File: src/rtl/ball_motion_engine_pkg.sv
// ball_pkg: game-state codes and ball FSM encodings shared by the ball motion engine
package ball_pkg;
  typedef logic [2:0] gs_t;
  localparam gs_t GS_IDLE = 3'b000;
  localparam gs_t GS_PLAY = 3'b001;
  localparam gs_t GS_PAUSE = 3'b010;
  localparam gs_t GS_OVER = 3'b011;
  typedef enum logic [1:0] {BM_HOLD, BM_FLY, BM_LOST} bm_state_t;
endpackage

File: src/rtl/ball_motion_engine_if.sv
// ball_motion_engine_if: game-state controls in, ball kinematics out
interface ball_motion_engine_if
  import ball_pkg::*;
#(
  parameter int COORD_W = 8,
  parameter int VEL_W = 3
) ();
  gs_t state;
  logic launch;
  logic coll_x;
  logic coll_y;
  logic speed_up;
  logic [COORD_W-1:0] ball_x;
  logic [COORD_W-1:0] ball_y;
  logic signed [VEL_W-1:0] vel_x;
  logic signed [VEL_W-1:0] vel_y;
  logic move;
  logic lost;
  modport master(output state, launch, coll_x, coll_y, speed_up,
                 input ball_x, ball_y, vel_x, vel_y, move, lost);
  modport slave(input state, launch, coll_x, coll_y, speed_up,
                output ball_x, ball_y, vel_x, vel_y, move, lost);
endinterface

File: src/rtl/ball_motion_engine_tick.sv
// move_tick_gen: divides the clock down to one move tick every TICK_DIV enabled cycles
module move_tick_gen #(
  parameter int TICK_DIV = 833333
) (
  input  logic clock,
  input  logic reset,
  input  logic en,
  output logic tick
);
  localparam int CW = $clog2(TICK_DIV);
  localparam logic [CW-1:0] LAST = CW'(TICK_DIV - 1);
  logic [CW-1:0] cnt;
  assign tick = en && cnt == LAST;
  always_ff @(posedge clock)
    if (!reset) cnt <= '0;
    else if (en) cnt <= tick ? '0 : cnt + 1'b1;
endmodule

File: src/rtl/ball_motion_engine.sv
// ball_motion_engine: steps the ball per move tick with wall/collision reflection, speed-up and loss
module ball_motion_engine
  import ball_pkg::*;
#(
  parameter int COORD_W = 8,
  parameter int VEL_W = 3,
  parameter int VEL_MAX = 3,
  parameter int X_MAX = 159,
  parameter int Y_MAX = 119,
  parameter int X_START = 80,
  parameter int Y_START = 100,
  parameter int TICK_DIV = 833333
) (
  input logic clock,
  input logic reset,
  ball_motion_engine_if.slave bus
);
  localparam int SW = COORD_W + 2;
  localparam logic signed [VEL_W-1:0] ONE = VEL_W'(1);
  localparam logic signed [VEL_W-1:0] VMAX = VEL_W'(VEL_MAX);
  localparam logic signed [SW-1:0] XLIM = SW'(X_MAX);
  localparam logic signed [SW-1:0] YLIM = SW'(Y_MAX);
  localparam logic [COORD_W-1:0] XMAX_C = COORD_W'(X_MAX);
  localparam logic [COORD_W-1:0] XS = COORD_W'(X_START);
  localparam logic [COORD_W-1:0] YS = COORD_W'(Y_START);
  typedef struct packed {
    logic lo;
    logic hi;
    logic [COORD_W-1:0] n;
    logic signed [VEL_W-1:0] v;
  } axis_t;
  // speed-up then collision flip, then the raw signed next position and its bound violations
  function automatic axis_t axis_step(input logic [COORD_W-1:0] p, input logic signed [VEL_W-1:0] v,
                                      input logic su, input logic flip, input logic signed [SW-1:0] lim);
    logic signed [VEL_W-1:0] a;
    logic signed [SW-1:0] s;
    axis_t r;
    a = !su ? v : v[VEL_W-1] ? (v == -VMAX ? v : v - ONE) : (v == VMAX ? v : v + ONE);
    r.v = flip ? -a : a;
    s = {2'b00, p} + {{(SW-VEL_W){r.v[VEL_W-1]}}, r.v};
    r.lo = s[SW-1];
    r.hi = s > lim;
    r.n = s[COORD_W-1:0];
    return r;
  endfunction
  bm_state_t st, st_n;
  logic [COORD_W-1:0] x, y;
  logic signed [VEL_W-1:0] vx, vy;
  logic mv, px, py, ps, step, cx, cy, su, upd;
  axis_t ax, ay;
  assign cx = px | bus.coll_x;
  assign cy = py | bus.coll_y;
  assign su = ps | bus.speed_up;
  assign ax = axis_step(x, vx, su, cx, XLIM);
  assign ay = axis_step(y, vy, su, cy, YLIM);
  assign upd = step && !ay.hi;
  move_tick_gen #(.TICK_DIV(TICK_DIV)) u_tick (
    .clock(clock),
    .reset(reset),
    .en(st == BM_FLY && bus.state == GS_PLAY),
    .tick(step)
  );
  always_comb begin
    st_n = st;
    st_n = st == BM_HOLD ? (bus.state == GS_PLAY && bus.launch ? BM_FLY : BM_HOLD)
         : st == BM_FLY ? (step && ay.hi ? BM_LOST : BM_FLY)
         : BM_HOLD;
  end
  always_ff @(posedge clock)
    if (!reset) st <= BM_HOLD;
    else st <= st_n;
  // LOST re-parks exactly like reset
  always_ff @(posedge clock)
    if (!reset || st == BM_LOST) begin
      x <= XS;
      y <= YS;
      vx <= ONE;
      vy <= -ONE;
      mv <= 1'b0;
      px <= 1'b0;
      py <= 1'b0;
      ps <= 1'b0;
    end else begin
      mv <= upd;
      px <= st == BM_FLY && !step && cx;
      py <= st == BM_FLY && !step && cy;
      ps <= st == BM_FLY && !step && su;
      if (upd) begin
        x <= ax.lo ? '0 : ax.hi ? XMAX_C : ax.n;
        vx <= (ax.lo || ax.hi) ? -ax.v : ax.v;
        y <= ay.lo ? '0 : ay.n;
        vy <= ay.lo ? -ay.v : ay.v;
      end
    end
  assign bus.ball_x = x;
  assign bus.ball_y = y;
  assign bus.vel_x = vx;
  assign bus.vel_y = vy;
  assign bus.move = mv;
  assign bus.lost = st == BM_LOST;
endmodule

File: src/flat_wrapper.sv
// flat-port wrapper written by rule: the top's interface ports become plain ports
module ball_motion_engine_flat import ball_pkg::*;
#(
  parameter int COORD_W = 8,
  parameter int VEL_W = 3,
  parameter int VEL_MAX = 3,
  parameter int X_MAX = 159,
  parameter int Y_MAX = 119,
  parameter int X_START = 80,
  parameter int Y_START = 100,
  parameter int TICK_DIV = 833333
)
  (clock, reset, bus_state, bus_launch, bus_coll_x, bus_coll_y, bus_speed_up, bus_ball_x, bus_ball_y, bus_vel_x, bus_vel_y, bus_move, bus_lost);
  ball_motion_engine_if #(.COORD_W(COORD_W), .VEL_W(VEL_W)) bus_i ();
  input logic clock;
  input logic reset;
  input wire logic [$bits(bus_i.state)-1:0] bus_state;
  input wire logic [$bits(bus_i.launch)-1:0] bus_launch;
  input wire logic [$bits(bus_i.coll_x)-1:0] bus_coll_x;
  input wire logic [$bits(bus_i.coll_y)-1:0] bus_coll_y;
  input wire logic [$bits(bus_i.speed_up)-1:0] bus_speed_up;
  output wire logic [$bits(bus_i.ball_x)-1:0] bus_ball_x;
  output wire logic [$bits(bus_i.ball_y)-1:0] bus_ball_y;
  output wire logic [$bits(bus_i.vel_x)-1:0] bus_vel_x;
  output wire logic [$bits(bus_i.vel_y)-1:0] bus_vel_y;
  output wire logic [$bits(bus_i.move)-1:0] bus_move;
  output wire logic [$bits(bus_i.lost)-1:0] bus_lost;
  assign bus_i.state = bus_state;
  assign bus_i.launch = bus_launch;
  assign bus_i.coll_x = bus_coll_x;
  assign bus_i.coll_y = bus_coll_y;
  assign bus_i.speed_up = bus_speed_up;
  assign bus_ball_x = bus_i.ball_x;
  assign bus_ball_y = bus_i.ball_y;
  assign bus_vel_x = bus_i.vel_x;
  assign bus_vel_y = bus_i.vel_y;
  assign bus_move = bus_i.move;
  assign bus_lost = bus_i.lost;
  ball_motion_engine #(.COORD_W(COORD_W), .VEL_W(VEL_W), .VEL_MAX(VEL_MAX), .X_MAX(X_MAX), .Y_MAX(Y_MAX), .X_START(X_START), .Y_START(Y_START), .TICK_DIV(TICK_DIV)) u_core (.clock(clock), .reset(reset), .bus(bus_i));
endmodule
File: config.mk
export PLATFORM = sky130hd
export DESIGN_NAME = ball_motion_engine_flat
export DESIGN_NICKNAME = d
export VERILOG_FILES = /design/src/rtl/ball_motion_engine_pkg.sv /design/src/rtl/ball_motion_engine_if.sv /design/src/rtl/ball_motion_engine_tick.sv /design/src/rtl/ball_motion_engine.sv /design/src/flat_wrapper.sv
export SDC_FILE = /design/constraint.sdc
export NUM_CORES = 1
export LEC_CHECK = 0
export ABC_CLOCK_PERIOD_IN_PS = 4800
export CAP_MARGIN = 20
export CORE_ASPECT_RATIO = 0.9
export CORE_UTILIZATION = 30
export CTS_CLUSTER_SIZE = 30
export DETAILED_ROUTE_END_ITERATION = 10
export DONT_BUFFER_PORTS = 1
export PLACE_DENSITY = 0.41
export SYNTH_ARGS = -nofsm -noshare
export SYNTH_HDL_FRONTEND = slang
export SYNTH_SLANG_ARGS = --single-unit
File: constraint.sdc
create_clock -name clock -period 4.8 [get_ports clock]
set_input_delay 0.48 -clock clock [delete_from_list [all_inputs] [get_ports clock]]
set_output_delay 0.48 -clock clock [all_outputs]
set_load 0.02 [all_outputs]
# Yosys cells after proc, flatten, opt, wreduce, memory -nomap -nowiden
# Cells that the tools add are included.
word_totals:
  register_bits: 48
  latch_bits: 0
  ramBits: 0
  rom_bits: 0
  inputBits: 9
  out_inout_bits: 24
  elab_cells: 69
  n_memories: 0
op_classes:
  add_sub_neg: 11
  mul: 0
  div_mod_pow: 0
  n_lt_le_gt_ge: 2
  n_eq_ne: 8
  n_shift: 0
  muxes: 20
  bitwise_logic: 3
  reduce_logical: 15
op_table:
  columns: ["op", "count"]
  rows:
  - ["$mux W3", 12]
  - ["$mux W8", 3]
  - ["$add A20 B1 Y20 const B", 1]
  - ["$add A9 B3 Y10", 2]
  - ["$eq A20 B20 Y1 const B", 1]
  - ["$mux W20", 1]
  - ["$eq A3 B3 Y1 const B", 4]
  - ["$neg A3 Y3", 4]
  - ["$gt A10 B8 Y1 const B", 1]
  - ["$gt A10 B9 Y1 const B", 1]
  - ["$logic_and A1 B1 Y1", 9]
  - ["$add A3 B2 Y3 const B", 2]
  - ["$mux W2", 3]
  - ["$sub A3 B2 Y3 const B", 2]
  - ["$eq A3 B1 Y1 const B", 1]
  - ["$logic_not A1 Y1", 3]
  - ["$or A1 B1 Y1", 3]
  - ["$eq A2 B1 Y1 const B", 1]
  - ["$eq A2 B2 Y1 const B", 1]
  - ["$logic_not A2 Y1", 1]
  - ["$logic_or A1 B1 Y1", 2]
  - ["$mux W1", 1]

# Longest topological paths before layout
# Gate-level depths: netlist of run 1.
depth:
  word_depth: 12
  ltp_mapped: 18
  mapped_depth_nobuf: 17

# Hierarchy
# Synthesis of run 1 repeated with hierarchy kept, for this count alone.
unflattened:
  hier_cells: 393
  area_unflattened_um2: 3320.7
by_module_without_submodules:
  columns: ["module", "instances", "cells_per_inst", "area_each_um2"]
  rows:
  - ["ball_motion_engine", 1, 269, 2274.7]
  - ["move_tick_gen", 1, 124, 1046.0]

# Worst setup path before layout of run 1
# OpenSTA, ideal clock, no wires.
synth_path:
  path_type: "register to register"
  from: "register u_core.vy[1] (netlist: u_core.bus.vel_y[1])"
  to: "register u_core.x[7] (netlist: u_core.bus.ball_x[7])"
  setup_ps: 121
  arrival_time_ps: 4193
  required_ps: 4679
  slack_ps: 486
  stages_incl_launch_ff: 18
  n_path_buf: 0
  period_less_slack_ps: 4314
  path_cell_list: "dfxtp_1 -> inv_1 -> ha_1 -> a211oi_1 -> xnor2_1 -> inv_1 -> ha_1 -> nor2_1 -> xor2_2 -> inv_1 -> ha_1 -> or3b_2 -> o311ai_0 -> a211oi_2 -> nor4_4 -> o211ai_1 -> nand3_1 -> mux2_2"
synth_lines:
  columns: ["element", "line", "source"]
  rows:
  - ["start, declared", "ball_motion_engine.sv:48", "logic signed [VEL_W-1:0] vx, vy;"]
  - ["start signal, assigned", "ball_motion_engine.sv:78", "vy <= -ONE;"]
  - ["start signal, assigned", "ball_motion_engine.sv:92", "vy <= ay.lo ? -ay.v : ay.v;"]
  - ["end signal, assigned", "ball_motion_engine.sv:89", "x <= ax.lo ? '0 : ax.hi ? XMAX_C : ax.n;"]
  - ["end, declared", "ball_motion_engine.sv:47", "logic [COORD_W-1:0] x, y;"]

# Final worst setup path of run 1
layout_path:
  from: "register u_core.vy[0] (netlist: u_core.bus.vel_y[0])"
  to: "register u_core.y[1] (netlist: u_core.bus.ball_y[1])"
layout_between:
  elab_chain_len: 10
  elab_cells_between_ends: 15
layout_lines:
  columns: ["element", "line", "source"]
  rows:
  - ["$add A3 B2 Y3 (tied with other cells)", "ball_motion_engine.sv:38", "a = !su ? v : v[VEL_W-1] ? (v == -VMAX ? v : v - ONE) : (v == VMAX ? v : v + ONE);"]
  - ["$mux W3 (2 in a row)", "ball_motion_engine.sv:38", null]
  - ["$mux W3 (*)", "ball_motion_engine.sv:38", null]
  - ["$neg A3 Y3", "ball_motion_engine.sv:39", "r.v = flip ? -a : a;"]
  - ["$mux W3 (*)", "ball_motion_engine.sv:39", null]
  - ["$add A9 B3 Y10 (*)", "ball_motion_engine.sv:40", "s = {2'b00, p} + {{(SW-VEL_W){r.v[VEL_W-1]}}, r.v};"]
  - ["$gt A10 B8 Y1", "ball_motion_engine.sv:42", "r.hi = s > lim;"]
  - ["$logic_not A1 Y1", "ball_motion_engine.sv:56", "assign upd = step && !ay.hi;"]
  - ["$logic_and A1 B1 Y1", "ball_motion_engine.sv:56", null]
  - ["end signal, assigned", "ball_motion_engine.sv:91", "y <= ay.lo ? '0 : ay.n;"]
  - ["end, declared", "ball_motion_engine.sv:47", null]
# Mark *: on every way between the ends. The rest lies on a longest branch, timed or not.
# A chain may end at the register's enable or synchronous reset.

==> impl_metrics.ini, run 1 <==
[layout]
final_nets = 479
most-common-layout-cells = dfxtp_1, nor2_1, inv_1
post-route-cell-area_um2 = 4000
final_cells = 595
nFillCells = 1228
final_common_cell = dfxtp_1
antenna_cells = 0
area_growth_pct = 12.5
drive_gt1_frac = 0.100
post-route-util = 0.348

[global_route]
first_global_vias = 2971
grt_max_degree = 23
grt_pass1_wl_um = 15100
antenna_found_initial = 0
gr-total-overflow = 0
grtUsageTotal = 0.160

[yosys]
ys_warn_count = 0
synthTopCellsByArea = dfxtp_1, ha_1, mux2i_1
synth_top_area_frac = 0.270
synth-edff-count = 0
synthXorXnorAreaFrac = 0.0707
synth_async_sr_flop_share = 0
synth_fa_ha_area_frac = 0.117
netlist_instances = 425
synth_top_cell_by_area = dfxtp_1
synth_cell_types = 68
postSynthAreaPerCell_um2 = 8.37
synth_top_family_by_area = simple AND/OR/NAND/NOR gates
synth-simple-area-share = 0.254
synth_nets = 466
synth_compound_area_frac = 0.184
synthFlopType = dfxtp_1
synth-seq-area-share = 0.270
ys_seq_elements = 48
synth.area.mux_share = 0.0570
syn-cell-area_um2 = 3560

[timing]
worst_slack_ns = 0.182
slew_viol_final = 0
relSlewSlack = 0.440
finalCritPeriodShare = 0.962
max_freq_mhz = 217
finalHoldWorstSlack_ns = 0.302
hold_viol_final = 0
period_minus_slack_ns = 4.62
tightest_slew_ns = 0.838
finalSetupViolations = 0
finClkSkew_ns = 0.00735

[route]
drc_errors = 0
drtAntennaViolNets = 0
viasPerCell = 4.97
dr.first_iter.drc_count = 112
routedWlPerCell_um = 15.4
vias = 2955
firstDrtPassIters = 4
wl_um = 9180

[die]
start_util = 0.310
die_height_um = 105
die_area_um2 = 12300
fp-row-count = 37
die_width_um = 117
coreArea_um2 = 11500
io_pins = 33

[pwr]
ir_worst_vdd_mv = 0.124
leakage_uw = 0.00160
powerDensity_nw_per_um2 = 241

[critical_path]
cp-end-kind = flip-flop
worst-setup-path-type = flip-flop to flip-flop
critPathLaunchType = flip-flop
cp_data_required_time_ns = 5.02
cp_top_family = compound AO/OA/AOI/OAI gates
critPathBufInv = 5
critical_path_arrival_ns = 4.84
slowest_stage = o311ai_0
path_max_fanout = 9
crit_chain = inv_1, ha_1, inv_1, o311ai_0, a22o_1, ha_1, o21ai_0, o31a_1, inv_1, ha_1, a211oi_2, o21ai_1, a311oi_2, nor4_4, buf_4, o211a_4, nor3_4, buf_4, mux2i_1
critPathMaxStageDelay_ns = 0.43

[place]
gpl.final_weighted_congestion = 0.814
place_hpwl_um = 6930
place_ws_ns = 0.245
place.detailed.instances = 586
portBuffers = 0
placed_area_um2 = 3820

[clocking]
holdBufCountCts = 0
clock-sinks = 48
clkTransAtPathRegs_ns = 0.07
insertion_delay_ns = 0.29
ctsRootBufferMaster = clkbuf_16
cts_tree = done
clk_path_buf_depth = 2
cts_made_buffers = 5
h-tree-depth = 2

[worst_hold_path]
hold_class = input port to flip-flop

[status]
status = complete, no violations

[run]
max_cap_viol_count = 0
==> flip-flops by register name, summed over array words and instances (netlist names) <==
| signal | cells |
|---|---|
| u_core.py | 1 |
| u_core.bus.vel_x | 3 |
| u_core.bus.ball_x | 8 |
| u_core.bus.vel_y | 3 |
| u_core.bus.move | 1 |
| u_core.bus.ball_y | 8 |
| u_core.px | 1 |
| u_core.ps | 1 |
| u_core.u_tick.cnt | 20 |
| u_core.st | 2 |
==> final timing paths <==
check                                     startpoint              endpoint  slack, ns  cells after the start
worst max-delay path             u_core.bus.vel_y[0]  u_core.bus.ball_y[1]       0.18                     19
worst min-delay path                           reset          u_core.st[0]       0.30                      2
worst max register to register   u_core.bus.vel_y[0]  u_core.bus.ball_y[1]       0.18                     19
worst min register to register  u_core.u_tick.cnt[1]  u_core.u_tick.cnt[1]       0.48                      2
==> layer usage <==
metal	up-vias	share of wire	track usage
met1	1362	0.52	0.224
met5	-	0	0
met4	0	0.012	0.0470
met3	8	0.033	0.0374
li1	1550	-	-
met2	35	0.44	0.241
==> synthesized netlist by cell type, types with 3 or more instances <==
cell	n
xnor2_1	12
or3b_2	3
dfxtp_1	48
mux2i_1	18
clkbuf_1	8
o311ai_0	3
o21ai_1	6
a21o_1	3
nor2b_1	7
ha_1	30
nand2b_1	9
o21a_1	8
and2_1	6
xor2_1	13
a211oi_1	5
or3_1	4
a31oi_1	4
o21ai_0	11
o2111ai_1	3
or4_1	3
inv_1	35
o211ai_1	8
nor2_1	47
and3_1	5
nor3_1	12
nor4_1	4
nand2_1	29
a21oi_1	9
nor3b_1	3
nand3_1	13
nand4_1	5
nand3b_1	3
==> cells by family (layout without fill, tap and decap cells) <==
kind of cell,Yosys count,after routing
simple gates,167,167
fa+ha+maj,32,32
buf+inv,44,58
xor+xnor,27,27
flops,48,48
mux,20,20
compound gates,87,87
==> cell type report <==
type / count / area, um2 / share of cell area
sequential: 48 / 961 / 0.240
inverter: 35 / 131 / 0.0329
tap: 156 / 195 / 0.0488
timing repair buffer: 15 / 113 / 0.0282
multi-input combinational: 333 / 2430 / 0.608
clock inverter: 3 / 42.5 / 0.0106
clock buffer: 5 / 125 / 0.0313
==> what timing repair did <==
item                                    4_1_cts  5_1_grt
endpoints found under the setup margin        0       14
gates resized for setup                       0        1
setup buffers                                 0        1
==> power by group <==
group          total [uW]  switching, uW  internal, uW  leakage, uW
Clock                 407            162           245    0.0000798
Sequential            399          0.551           399     0.000387
Combinational         157           94.4          62.6      0.00113
==> stage by stage <==
step,total power (uW),TNS [ns]
2_1_floorplan,524,0
3_3_place_gp,562,0
3_5_place_dp,563,0
4_1_cts,977,0
5_1_grt,1010,-0.00132
6_report,963,0
No activity file was read; power rests on OpenSTA's default activity.
==> inputs of run 2 (changes only) <==
--- a/config.mk
+++ b/config.mk
@@ -9,6 +9,7 @@
 export CAP_MARGIN = 20
 export CORE_ASPECT_RATIO = 0.9
 export CORE_UTILIZATION = 30
+export CTS_BUF_LIST = sky130_fd_sc_hd__clkbuf_8
 export CTS_CLUSTER_SIZE = 30
 export DETAILED_ROUTE_END_ITERATION = 10
 export DONT_BUFFER_PORTS = 1
==> run 2 against run 1 <==
Net effect:
- sequential power barely moved
- combinational power barely moved
- clock power is 24% lower
- routed wire length decreased by 0.17%
- non-clock buffer count unchanged
- critical path depth stayed put
- sequential cell count unchanged
- highest routed layer unchanged
- clock skew up 0.0052 ns
- cell count unchanged
- count of clock-buffer cells in the layout did not move
- first-iteration DRC count increased by 19%
- largest power group is now sequential cells
- register-to-register slack about the same
==> impl_metrics.ini, run 2 (same netlist as run 1, synthesis figures left out) <==
[die]
die_width_um = 117
start_util = 0.310
coreArea_um2 = 11500
die_height_um = 105
die_area_um2 = 12300
io_pins = 33
fp-row-count = 37

[pwr]
leakage_uw = 0.00158
seqPwrFrac = 0.462
ir_worst_vdd_mv = 0.0886
comb_power_share = 0.182
p_sw_frac = 0.287
clockPowerShare = 0.356
internal_power_uw = 616
switchingPower_uw = 248
powerDensity_nw_per_um2 = 219

[route]
viasPerCell = 4.99
dr.first_iter.drc_count = 133
routedWlPerCell_um = 15.4
wl_um = 9160
drtAntennaViolNets = 0
firstDrtPassIters = 4
vias = 2971
drc_errors = 0

[global_route]
antenna_found_initial = 0
grtUsageTotal = 0.158
first_global_vias = 2959
gr-total-overflow = 0
grt_pass1_wl_um = 15100
grt_max_degree = 23

[critical_path]
path_max_fanout = 9
critical_path_arrival_ns = 4.86
cp-end-kind = flip-flop
ff2ff_setup_slack_ns = 0.19
worst-setup-path-type = flip-flop to flip-flop
critPathLaunchType = flip-flop
cp_data_required_time_ns = 5.05

[layout]
post-route-util = 0.343
largest_reg_flops = 20
antenna_cells = 0
max_flop_register = u_core.u_tick.cnt
drive_gt1_frac = 0.100
area_growth_pct = 10.9
final_common_cell = dfxtp_1
most-common-layout-cells = dfxtp_1, nor2_1, inv_1
final_nets = 479
post-route-cell-area_um2 = 3940

[clocking]
ctsRootBufferMaster = clkbuf_8
h-tree-depth = 2
clkTransAtPathRegs_ns = 0.10
cts_made_buffers = 5
clk_path_buf_depth = 2
insertion_delay_ns = 0.32
cts_tree = done
clock-sinks = 48
holdBufCountCts = 0

[timing]
finalCritPeriodShare = 0.961
slew_viol_final = 0
finClkSkew_ns = 0.0125
hold_viol_final = 0
relSlewSlack = 0.443
period_minus_slack_ns = 4.61
worst_slack_ns = 0.188
max_freq_mhz = 217
finalSetupViolations = 0
tightest_slew_ns = 0.834

[run]
max_cap_viol_count = 0

[place]
place_hpwl_um = 6930
placed_area_um2 = 3820
gpl.final_weighted_congestion = 0.814
place_ws_ns = 0.245
portBuffers = 0

[status]
status = complete, no violations

[worst_hold_path]
hold_class = input port to flip-flop
==> run 2: path summary, 6_finish.rpt <==
path                        startpoint                    to  cells past startpoint
hold reg to reg   u_core.u_tick.cnt[1]  u_core.u_tick.cnt[1]                      2
setup / recovery   u_core.bus.vel_y[0]  u_core.bus.ball_y[1]                     19
hold / removal                   reset          u_core.st[0]                      2
setup reg to reg   u_core.bus.vel_y[0]  u_core.bus.ball_y[1]                     19
==> run 2: critical path, cell delays in order, from the launching register on <==
cell	delay, ns
dfxtp_1	0.41
inv_1	0.11
ha_1	0.31
inv_1	0.05
o311ai_0	0.44
a22o_1	0.26
ha_1	0.24
o21ai_0	0.07
o31a_1	0.27
inv_1	0.07
ha_1	0.28
a211oi_2	0.37
o21ai_1	0.14
a311oi_2	0.41
nor4_4	0.09
buf_4	0.17
o211a_4	0.28
nor3_4	0.15
buf_4	0.23
mux2i_1	0.21
==> run 2: layout make-up <==
| type | count | area [um2] |
|---|---|---|
| clock buffer | 5 | 68.8 |
| clock inverter | 3 | 42.5 |
| fill | 1236 | 7540 |
| inverter | 35 | 131 |
| multi-input combinational | 333 | 2430 |
| sequential | 48 | 961 |
| tap | 156 | 195 |
| timing repair buffer | 15 | 113 |
==> run 2: repair_timing <==
action,in CTS,in global routing
buffers inserted,0,1
setup endpoints to repair,0,15
gates resized for setup,0,1
==> run 2: power by group through the flow <==
| stage | combinational (uW) | sequential (uW) | clock (uW) |
|---|---|---|---|
| global route | 175 | 399 | 334 |
| detailed placement | 155 | 408 | 0 |
| CTS | 156 | 399 | 321 |
| finish | 157 | 399 | 308 |
| global placement | 154 | 408 | 0 |
| floorplan | 115 | 408 | 0 |
==> run 2: per-stage QoR <==
step,hold slack [ns],setup TNS (ns),instances,power [uW]
detailed placement,0.478,0,586,563
CTS,0.256,0,594,876
finish,0.273,0,595,864
floorplan,0.458,0,425,524
global route,0.265,-0.000718,595,908
global placement,0.475,0,586,562
==> run 2: metal layers <==
metal	wire length, um	vias to the layer above	global-route usage
li1	-	1549	-
met1	4770	1362	0.227
met2	3950	47	0.240
met3	312	13	0.0322
met4	129	0	0.0407
met5	0	-	0
==> inputs of run 3 (changes only) <==
--- a/config.mk
+++ b/config.mk
@@ -6,7 +6,7 @@
 export NUM_CORES = 1
 export LEC_CHECK = 0
 export ABC_CLOCK_PERIOD_IN_PS = 4800
-export CAP_MARGIN = 20
+export CAP_MARGIN = 10
 export CORE_ASPECT_RATIO = 0.9
 export CORE_UTILIZATION = 30
 export CTS_BUF_LIST = sky130_fd_sc_hd__clkbuf_8
==> results of run 3 <==
No change in the layout: final DEF, timing and power equal those of run 2.
